### src/rtl/ddr4_cmd_sequencer_if.sv
// Request, command and completion signals between the request queue, the
// DDR4 command sequencer and the command consumer.
interface ddr4_cmd_sequencer_if;
  logic        req_valid;
  logic        req_ready;
  logic [1:0]  req_op;
  logic [31:0] req_addr;
  logic        cmd_valid;
  logic [2:0]  cmd;
  logic [1:0]  cmd_bg;
  logic [1:0]  cmd_bank;
  logic [13:0] cmd_row;
  logic [10:0] cmd_col;
  logic        done_valid;
  logic [1:0]  done_op;

  modport master (
    output req_valid, req_op, req_addr,
    input  req_ready, cmd_valid, cmd, cmd_bg, cmd_bank, cmd_row, cmd_col,
           done_valid, done_op
  );

  modport slave (
    input  req_valid, req_op, req_addr,
    output req_ready, cmd_valid, cmd, cmd_bg, cmd_bank, cmd_row, cmd_col,
           done_valid, done_op
  );
endinterface

### src/rtl/ddr4_cmd_sequencer.sv
// DDR4 command sequencer: one request at a time, open-page policy, per-bank
// row tracking and timing windows.
//
// state  | meaning
// -------+--------------------------------------------------------------
// IDLE   | req_ready=1, waiting for a request
// EVAL   | request latched; hit/miss/closed decided combinationally and
//        | the first command may issue in this same cycle
// PRE    | waiting for pre_cnt of the target bank, then PRE
// ACT    | waiting for act_cnt of the target bank, then ACT
// COL    | waiting for col_cnt and ccd_cnt, then RD/WR
// WAIT   | counting down the data phase, then done pulse
//
// Counters hold "cycles remaining minus one": a command registered at edge t
// that must be followed N cycles later loads N-1, so the counter reads 0 in
// the cycle before edge t+N, when the dependent command is decided.
module ddr4_cmd_sequencer #(
  parameter int TRCD   = 24,
  parameter int TRP    = 24,
  parameter int TRAS   = 52,
  parameter int TCL    = 24,
  parameter int TCWL   = 20,
  parameter int TBURST = 4,
  parameter int TWR    = 20,
  parameter int TCCD_L = 8,
  parameter int CW     = 8
) (
  input  logic                  clk,
  input  logic                  rst_n,
  ddr4_cmd_sequencer_if.slave   bus
);

  localparam logic [CW-1:0] RCD_M1     = CW'(TRCD - 1);
  localparam logic [CW-1:0] RP_M1      = CW'(TRP - 1);
  localparam logic [CW-1:0] RAS_M1     = CW'(TRAS - 1);
  localparam logic [CW-1:0] CCD_M1     = CW'(TCCD_L - 1);
  localparam logic [CW-1:0] RD_PRE_M1  = CW'(TBURST - 1);
  localparam logic [CW-1:0] WR_PRE_M1  = CW'(TCWL + TBURST + TWR - 1);
  localparam logic [CW-1:0] RD_WAIT_M1 = CW'(TCL + TBURST - 1);
  localparam logic [CW-1:0] WR_WAIT_M1 = CW'(TCWL + TBURST - 1);

  localparam logic [2:0] CMD_NOP = 3'd0;
  localparam logic [2:0] CMD_ACT = 3'd1;
  localparam logic [2:0] CMD_RD  = 3'd2;
  localparam logic [2:0] CMD_WR  = 3'd3;
  localparam logic [2:0] CMD_PRE = 3'd4;

  typedef enum logic [2:0] {S_IDLE, S_EVAL, S_PRE, S_ACT, S_COL, S_WAIT} state_t;

  state_t        state_q, state_d, phase;
  logic [1:0]    op_q;
  logic [13:0]   row_q;
  logic [10:0]   col_q;
  logic [3:0]    bidx_q;
  logic [15:0]   open_q;
  logic [13:0]   open_row_q [16];
  logic [CW-1:0] pre_cnt_q [16];
  logic [CW-1:0] act_cnt_q [16];
  logic [CW-1:0] col_cnt_q [16];
  logic [CW-1:0] ccd_cnt_q, wait_cnt_q;
  logic          accept, issue_pre, issue_act, issue_col, finish, is_wr;

  logic          cmd_valid_q, done_valid_q;
  logic [2:0]    cmd_q;
  logic [1:0]    cmd_bg_q, cmd_bank_q, done_op_q;
  logic [13:0]   cmd_row_q;
  logic [10:0]   cmd_col_q;

  logic          unused_addr;
  assign unused_addr = ^bus.req_addr[2:0];

  function automatic logic [CW-1:0] dec(input logic [CW-1:0] v);
    return (v == '0) ? '0 : v - CW'(1);
  endfunction

  function automatic logic [CW-1:0] cnt_max(input logic [CW-1:0] a, input logic [CW-1:0] b);
    return (a > b) ? a : b;
  endfunction

  assign is_wr = (op_q == 2'd1);

  // Next state and issue decisions; EVAL folds into PRE/ACT/COL in place.
  always_comb begin
    accept    = bus.req_valid && (state_q == S_IDLE);
    phase     = state_q;
    state_d   = state_q;
    issue_pre = 1'b0;
    issue_act = 1'b0;
    issue_col = 1'b0;
    finish    = 1'b0;
    if (state_q == S_EVAL) begin
      if (open_q[bidx_q]) phase = (open_row_q[bidx_q] == row_q) ? S_COL : S_PRE;
      else                phase = S_ACT;
    end
    case (phase)
      S_IDLE: if (accept) state_d = S_EVAL;
      S_PRE: begin
        state_d = S_PRE;
        if (pre_cnt_q[bidx_q] == '0) begin
          issue_pre = 1'b1;
          state_d   = S_ACT;
        end
      end
      S_ACT: begin
        state_d = S_ACT;
        if (act_cnt_q[bidx_q] == '0) begin
          issue_act = 1'b1;
          state_d   = S_COL;
        end
      end
      S_COL: begin
        state_d = S_COL;
        if (col_cnt_q[bidx_q] == '0 && ccd_cnt_q == '0) begin
          issue_col = 1'b1;
          state_d   = S_WAIT;
        end
      end
      S_WAIT: begin
        if (wait_cnt_q == '0) begin
          finish  = 1'b1;
          state_d = S_IDLE;
        end
      end
      default: state_d = S_IDLE;
    endcase
  end

  // State register.
  always_ff @(posedge clk or negedge rst_n) begin
    if (!rst_n) state_q <= S_IDLE;
    else        state_q <= state_d;
  end

  // Latch the accepted request in decoded form.
  always_ff @(posedge clk or negedge rst_n) begin
    if (!rst_n) begin
      op_q   <= '0;
      row_q  <= '0;
      col_q  <= '0;
      bidx_q <= '0;
    end else if (accept) begin
      op_q   <= bus.req_op;
      row_q  <= bus.req_addr[31:18];
      col_q  <= {bus.req_addr[17:10], bus.req_addr[5:3]};
      bidx_q <= {bus.req_addr[7:6], bus.req_addr[9:8]};
    end
  end

  // Per-bank open rows and timing windows; all banks count down every cycle.
  always_ff @(posedge clk or negedge rst_n) begin
    if (!rst_n) begin
      open_q <= '0;
      for (int i = 0; i < 16; i++) begin
        open_row_q[i] <= '0;
        pre_cnt_q[i]  <= '0;
        act_cnt_q[i]  <= '0;
        col_cnt_q[i]  <= '0;
      end
    end else begin
      for (int i = 0; i < 16; i++) begin
        pre_cnt_q[i] <= dec(pre_cnt_q[i]);
        act_cnt_q[i] <= dec(act_cnt_q[i]);
        col_cnt_q[i] <= dec(col_cnt_q[i]);
      end
      if (issue_pre) begin
        open_q[bidx_q]    <= 1'b0;
        act_cnt_q[bidx_q] <= RP_M1;
      end
      if (issue_act) begin
        open_q[bidx_q]     <= 1'b1;
        open_row_q[bidx_q] <= row_q;
        col_cnt_q[bidx_q]  <= RCD_M1;
        pre_cnt_q[bidx_q]  <= RAS_M1;
      end
      if (issue_col)
        pre_cnt_q[bidx_q] <= cnt_max(dec(pre_cnt_q[bidx_q]), is_wr ? WR_PRE_M1 : RD_PRE_M1);
    end
  end

  // Column-to-column spacing and data-phase countdown.
  always_ff @(posedge clk or negedge rst_n) begin
    if (!rst_n) begin
      ccd_cnt_q  <= '0;
      wait_cnt_q <= '0;
    end else begin
      ccd_cnt_q  <= issue_col ? CCD_M1 : dec(ccd_cnt_q);
      wait_cnt_q <= issue_col ? (is_wr ? WR_WAIT_M1 : RD_WAIT_M1) : dec(wait_cnt_q);
    end
  end

  // Registered command and completion outputs; fields are zero when idle.
  always_ff @(posedge clk or negedge rst_n) begin
    if (!rst_n) begin
      cmd_valid_q  <= 1'b0;
      cmd_q        <= CMD_NOP;
      cmd_bg_q     <= '0;
      cmd_bank_q   <= '0;
      cmd_row_q    <= '0;
      cmd_col_q    <= '0;
      done_valid_q <= 1'b0;
      done_op_q    <= '0;
    end else begin
      cmd_valid_q  <= issue_pre | issue_act | issue_col;
      cmd_q        <= issue_pre ? CMD_PRE :
                      issue_act ? CMD_ACT :
                      issue_col ? (is_wr ? CMD_WR : CMD_RD) : CMD_NOP;
      cmd_bg_q     <= (issue_pre | issue_act | issue_col) ? bidx_q[3:2] : 2'd0;
      cmd_bank_q   <= (issue_pre | issue_act | issue_col) ? bidx_q[1:0] : 2'd0;
      cmd_row_q    <= issue_act ? row_q : 14'd0;
      cmd_col_q    <= issue_col ? col_q : 11'd0;
      done_valid_q <= finish;
      done_op_q    <= finish ? op_q : 2'd0;
    end
  end

  assign bus.req_ready  = (state_q == S_IDLE);
  assign bus.cmd_valid  = cmd_valid_q;
  assign bus.cmd        = cmd_q;
  assign bus.cmd_bg     = cmd_bg_q;
  assign bus.cmd_bank   = cmd_bank_q;
  assign bus.cmd_row    = cmd_row_q;
  assign bus.cmd_col    = cmd_col_q;
  assign bus.done_valid = done_valid_q;
  assign bus.done_op    = done_op_q;

endmodule

### src/flat_wrapper.sv
// flat-port wrapper written by rule: the top's interface ports become plain ports
module ddr4_cmd_sequencer_flat 
#(
  parameter int TRCD   = 24,
  parameter int TRP    = 24,
  parameter int TRAS   = 52,
  parameter int TCL    = 24,
  parameter int TCWL   = 20,
  parameter int TBURST = 4,
  parameter int TWR    = 20,
  parameter int TCCD_L = 8,
  parameter int CW     = 8
)
  (clk, rst_n, bus_req_valid, bus_req_op, bus_req_addr, bus_req_ready, bus_cmd_valid, bus_cmd, bus_cmd_bg, bus_cmd_bank, bus_cmd_row, bus_cmd_col, bus_done_valid, bus_done_op);
  ddr4_cmd_sequencer_if bus_i ();
  input  logic clk;
  input  logic rst_n;
  input wire logic [$bits(bus_i.req_valid)-1:0] bus_req_valid;
  input wire logic [$bits(bus_i.req_op)-1:0] bus_req_op;
  input wire logic [$bits(bus_i.req_addr)-1:0] bus_req_addr;
  output wire logic [$bits(bus_i.req_ready)-1:0] bus_req_ready;
  output wire logic [$bits(bus_i.cmd_valid)-1:0] bus_cmd_valid;
  output wire logic [$bits(bus_i.cmd)-1:0] bus_cmd;
  output wire logic [$bits(bus_i.cmd_bg)-1:0] bus_cmd_bg;
  output wire logic [$bits(bus_i.cmd_bank)-1:0] bus_cmd_bank;
  output wire logic [$bits(bus_i.cmd_row)-1:0] bus_cmd_row;
  output wire logic [$bits(bus_i.cmd_col)-1:0] bus_cmd_col;
  output wire logic [$bits(bus_i.done_valid)-1:0] bus_done_valid;
  output wire logic [$bits(bus_i.done_op)-1:0] bus_done_op;
  assign bus_i.req_valid = bus_req_valid;
  assign bus_i.req_op = bus_req_op;
  assign bus_i.req_addr = bus_req_addr;
  assign bus_req_ready = bus_i.req_ready;
  assign bus_cmd_valid = bus_i.cmd_valid;
  assign bus_cmd = bus_i.cmd;
  assign bus_cmd_bg = bus_i.cmd_bg;
  assign bus_cmd_bank = bus_i.cmd_bank;
  assign bus_cmd_row = bus_i.cmd_row;
  assign bus_cmd_col = bus_i.cmd_col;
  assign bus_done_valid = bus_i.done_valid;
  assign bus_done_op = bus_i.done_op;
  ddr4_cmd_sequencer #(.TRCD(TRCD), .TRP(TRP), .TRAS(TRAS), .TCL(TCL), .TCWL(TCWL), .TBURST(TBURST), .TWR(TWR), .TCCD_L(TCCD_L), .CW(CW)) u_core (.clk(clk), .rst_n(rst_n), .bus(bus_i));
endmodule
### config.mk
export PLATFORM = sky130hd
export DESIGN_NAME = ddr4_cmd_sequencer_flat
export DESIGN_NICKNAME = d
export VERILOG_FILES = /design/src/rtl/ddr4_cmd_sequencer_if.sv /design/src/rtl/ddr4_cmd_sequencer.sv /design/src/flat_wrapper.sv
export SDC_FILE = /design/constraint.sdc
export NUM_CORES = 2
export LEC_CHECK = 0
export CAP_MARGIN = 20
export CORE_MARGIN = 5
export CORE_UTILIZATION = 50
export CTS_BUF_LIST = sky130_fd_sc_hd__clkbuf_4
export CTS_CLUSTER_DIAMETER = 80
export DETAILED_ROUTE_END_ITERATION = 7
export HOLD_SLACK_MARGIN = 0.03
export PLACE_DENSITY_LB_ADDON = 0.25
export SLEW_MARGIN = 20
export SYNTH_ARGS = -nofsm -noshare
export SYNTH_HDL_FRONTEND = slang
export SYNTH_SLANG_ARGS = --single-unit
export TNS_END_PERCENT = 20
### constraint.sdc
create_clock -name clk -period 5.1 [get_ports clk]
set_input_delay 1.02 -clock clk [delete_from_list [all_inputs] [get_ports clk]]
set_output_delay 1.02 -clock clk [all_outputs]
set_load 0.02 [all_outputs]
==> out/metrics.sh <==
RUN_STATUS='finished, final reports clean'
CTS_ROOT_BUFFER='sky130_fd_sc_hd__clkbuf_4'
YOSYSWARNINGS=0
VIAS=28800
RSZ0062_AT_GRT='yes'
SYNTH_LARGEST_TYPE_AREA_FRACTION_PCT=49.7
DOMINANT_COMBINATIONAL_CELL_FAMILY_BY_AREA_AFTER_SYNTHESIS='simple AND/OR/NAND/NOR gates'
DRIVE_ABOVE_1_SHARE_PCT=14.0
CELLLEAKAGEPOWER_nW=20.8
CTS_SINKS=710
TIMING.FINAL.CRIT_PERIOD_NS=4.82
VIAS_PER_CELL=5.68
WORST_SKEW_PAIR.LATE_LATENCY_NS=1.10
SETUP_VIOLATIONS=0
MAX-CLOCK-PATH-BUFFERS=3
SYNTHTOPCELLSBYAREA='sky130_fd_sc_hd__dfrtp_1 50%, sky130_fd_sc_hd__nand2_1 8.9%, sky130_fd_sc_hd__mux4_2 4.3%'
ROUTE.DETAILED.WL_PER_INST_UM=19.5
POST-CTS-SETUP-BUFFERS=0
HOLDCRITPATHCLASS='flop to flop'
SYNTH_FLOP_CELL='sky130_fd_sc_hd__dfrtp_1'
POWER.DENSITY_mW_PER_MM2=265
FMAX_MHz=208
TOP_LEVEL_PORTS=74
WORSTSETUPENDPOINTTYPE='flop'
POST_SYNTHESIS_XOR_XNOR_AREA_FRACTION_PCT=4.21
SYNTH-SIMPLE-AREA-SHARE_PCT=21.5
NUMBER_OF_ENABLE_TYPE_REGISTER_CELLS_IN_THE_SYNTHESIZED_NETLIST=0
FIN_TOTAL_PWR_mW=10.7
NETLIST_AREA_BEFORE_PLACEMENT_SQ_MM=0.0357
TOP_POST_SYNTHESIS_CELLS_BY_COUNT='845 x sky130_fd_sc_hd__nand2_1, 710 x sky130_fd_sc_hd__dfrtp_1, 339 x sky130_fd_sc_hd__nor2_1'
DRV.MAX_CAP_VIOLATION_COUNT=0
WORST-SLEW-PIN-TRANSITION_NS=1.03
MAXSLEWVIOLCOUNT=0
PORT-BUFFER-COUNT=70
CP_DATA_ARRIVAL_TIME_NS=5.73
INITIAL_CORE_UTIL_PCT=50.2
DIE_WIDTH_UM=277
SYNTHESIS.NETS=3841
DETAIL-ROUTE-ANTENNA-NETS=0
ITERATION_0_DRC_MARKERS=2369
NUM_ROWS=98
DP_HPWL_UM=65600
GRT.TOTAL_USAGE_PCT=25.8
DRT_FIRST_PASS_ITERS=6
PORTION_OF_NETLIST_AREA_OCCUPIED_BY_MUX_CELLS_PCT=9.25
GLOBALROUTEOVERFLOWTOTAL=0
WORSTSETUPPATHTYPE='flop to flop'
FINALCLOCKSKEW_NS=0.0607
GRT_ANTENNA_BEFORE_REPAIR=3
CTS-BUFFERS-INSERTED=185
WORST_SLEW_MARGIN_PCT=31.1
VDD_IR_DROP_MAX_V=0.000157
SYNTH_FA_HA_AREA_SHARE_PCT=2.07
FIN_CRIT_SH_PCT=94.5
DIE_SPAN_Y_UM=277
REGISTER_BIT_TOTAL_FROM_SYNTHESIS=710
CRIT_PATH_MAX_FANOUT=47
POST-SYNTH-TOP-COUNT-CELL='sky130_fd_sc_hd__nand2_1'
SYNTHARSTFLOPSHARE_PCT=100
FINAL_NETS=4065
AVGSYNTHCELLAREA_SQ_UM=9.55
WORSTPATHREQUIRED_NS=6.01
DRC=0
POST_SYNTH_INST_COUNT=3745
HTREE_DEPTH=4
TRITONCTS='yes'
CRITICAL_PATH.STARTPOINT_TYPE='flop'
YOSYS.CELL_TYPES.COUNT=77
SYNTH_AREA_LEADER_CELL='sky130_fd_sc_hd__dfrtp_1'
WL_UM=98900
AREA_GROWTH_SYN_TO_LAYOUT_PCT=12.9
GRT_MAX_DEGREE=106
DESIGN.CORE.AREA_SQ_MM=0.0712
WORST_SETUP_HOLD_PATH_CLK_SLEW_NS=0.06
FP.DIEAREA_SQ_MM=0.0769
WHS_NS=0.461
AREA_FRACTION_IN_COMPOUND_GATES_AFTER_SYNTHESIS_PCT=9.76
GRT_PASS1_VIAS=28400
PLACE_CONGESTION=0.944
GRT_FIRST_PASS_WIRELENGTH_UM=158000
SYNTH.YOSYS.SEQ_AREA_SHARE_PCT=49.7
HOLD_VIOL_FINAL=0
==> cell families (layout without fill, tap and decap cells) <==
logic type	after synthesis	in the layout
and+or+nand+nor	1717	1717
DFF	710	710
AOI/OAI and AO/OA	554	554
buffers and inverters	293	652
muxes	240	240
xor gates and xnor gates	172	172
adders and majority gates	59	59
other	0	11
==> flip-flops by register name (all words and copies together) (netlist names), named ones only <==
register and count:
u_core.col_cnt_q 128, u_core.open_row_q 224, u_core.wait_cnt_q 8, u_core.pre_cnt_q 128, u_core.bus.cmd_valid 1, u_core.bus.done_op 2, u_core.open_q 9, u_core.row_q 14
u_core.ccd_cnt_q 8, u_core.bus.cmd_bank 2, u_core.bus.done_valid 1, u_core.bus.cmd 3, u_core.act_cnt_q 128, u_core.col_q 11, u_core.bus.cmd_col 11, u_core.bidx_q 4
u_core.state_q 3, u_core.bus.cmd_row 14, u_core.op_q 2, u_core.bus.cmd_bg 2
==> path summary, 6_finish.rpt <==
check | startpoint | slack [ns] | end | cells after the start
max | u_core.bidx_q[1] | 0.28 | u_core.pre_cnt_q[99] | 12
min | u_core.open_row_q[40] | 0.46 | u_core.open_row_q[40] | 2
max reg2reg | u_core.bidx_q[1] | 0.28 | u_core.pre_cnt_q[99] | 12
min reg2reg | u_core.open_row_q[40] | 0.46 | u_core.open_row_q[40] | 2
max in group asynchronous | rst_n | 3.30 | u_core.act_cnt_q[82] | 3
min in group asynchronous | rst_n | 0.63 | u_core.act_cnt_q[98] | 2
==> repair_timing <==
item,4_1_cts,5_1_grt
setup endpoints to repair,0,77
resized for setup,0,5
endpoints found under the hold margin,25,0
hold buffers,1,0
==> layout make-up <==
class	count	area (sq um)
Antenna cell	11	27.5
Clock buffer	263	1970
Clock inverter	59	317
Fill cell	6374	30900
Inverter	133	499
Multi-Input combinational cell	2742	16800
Sequential cell	710	17800
Tap cell	950	1190
Timing Repair Buffer	197	1800
==> where the power goes <==
group | total [mW] | switching [mW] | internal [mW] | leakage (nW)
Sequential | 5.63 | 0 | 5.63 | 9.80
Combinational | 0.151 | 0.115 | 0.0360 | 9.68
Clock | 4.90 | 2.42 | 2.48 | 1.36
Total | 10.7 | 2.54 | 8.14 | 20.8
==> metrics by stage <==
stage	std cells	cell area [sq um]	setup WS [ns]	TNS (ns)	util [%]
after CTS	5054	40300	0.101	0	56.6
after global routing	5061	40400	-0.00343	-0.00343	56.7
after floorplan	3745	35700	0.582	0	-
after global placement	4731	38000	0.238	0	53.4
final	5065	40400	0.282	0	56.7
after detailed placement	4731	38000	0.173	0	53.4
==> placed cells by master, fill, tap and decap left out, types with 34 or more instances in the layout <==
cell type and n:
sky130_fd_sc_hd__o21ai_0 157, sky130_fd_sc_hd__dfrtp_1 707, sky130_fd_sc_hd__clkinv_1 41, sky130_fd_sc_hd__and2_1 43, sky130_fd_sc_hd__xor2_1 55, sky130_fd_sc_hd__mux2i_1 130
sky130_fd_sc_hd__xnor2_1 117, sky130_fd_sc_hd__mux2_2 39, sky130_fd_sc_hd__or4_1 34, sky130_fd_sc_hd__nor2_1 326, sky130_fd_sc_hd__mux4_2 68, sky130_fd_sc_hd__nor2b_1 39
sky130_fd_sc_hd__inv_1 131, sky130_fd_sc_hd__a21oi_1 138, sky130_fd_sc_hd__o22ai_1 59, sky130_fd_sc_hd__a22oi_1 35, sky130_fd_sc_hd__buf_4 115, sky130_fd_sc_hd__nor3_1 212
sky130_fd_sc_hd__nand2_1 845, sky130_fd_sc_hd__ha_1 59, sky130_fd_sc_hd__clkdlybuf4s50_1 69, sky130_fd_sc_hd__clkbuf_4 263
==> worst max-delay path, stage by stage, from the launching register on <==
cell	delay (ns)
sky130_fd_sc_hd__dfrtp_4	0.71
sky130_fd_sc_hd__buf_12	0.34
sky130_fd_sc_hd__buf_12	0.37
sky130_fd_sc_hd__mux4_2	0.56
sky130_fd_sc_hd__mux2i_1	0.18
sky130_fd_sc_hd__xor2_1	0.28
sky130_fd_sc_hd__o211ai_1	0.17
sky130_fd_sc_hd__a2111o_1	0.49
sky130_fd_sc_hd__or2_2	0.31
sky130_fd_sc_hd__o21a_1	0.33
sky130_fd_sc_hd__buf_4	0.30
sky130_fd_sc_hd__o21ai_0	0.41
sky130_fd_sc_hd__o22ai_1	0.15
==> per-layer routing <==
| layer | vias up | routed length, um | GRT usage, % | part of all wire (%) |
|---|---|---|---|---|
| met3 | 246 | 8540 | 6.87 | 8.6 |
| met1 | 13900 | 42200 | 35.4 | 43 |
| met5 | - | 9 | 0 | 0.0091 |
| li1 | 13500 | - | - | - |
| met2 | 1085 | 44500 | 39.2 | 45 |
| met4 | 2 | 3680 | 10.4 | 3.7 |
Power figures use the tool's default switching activity.
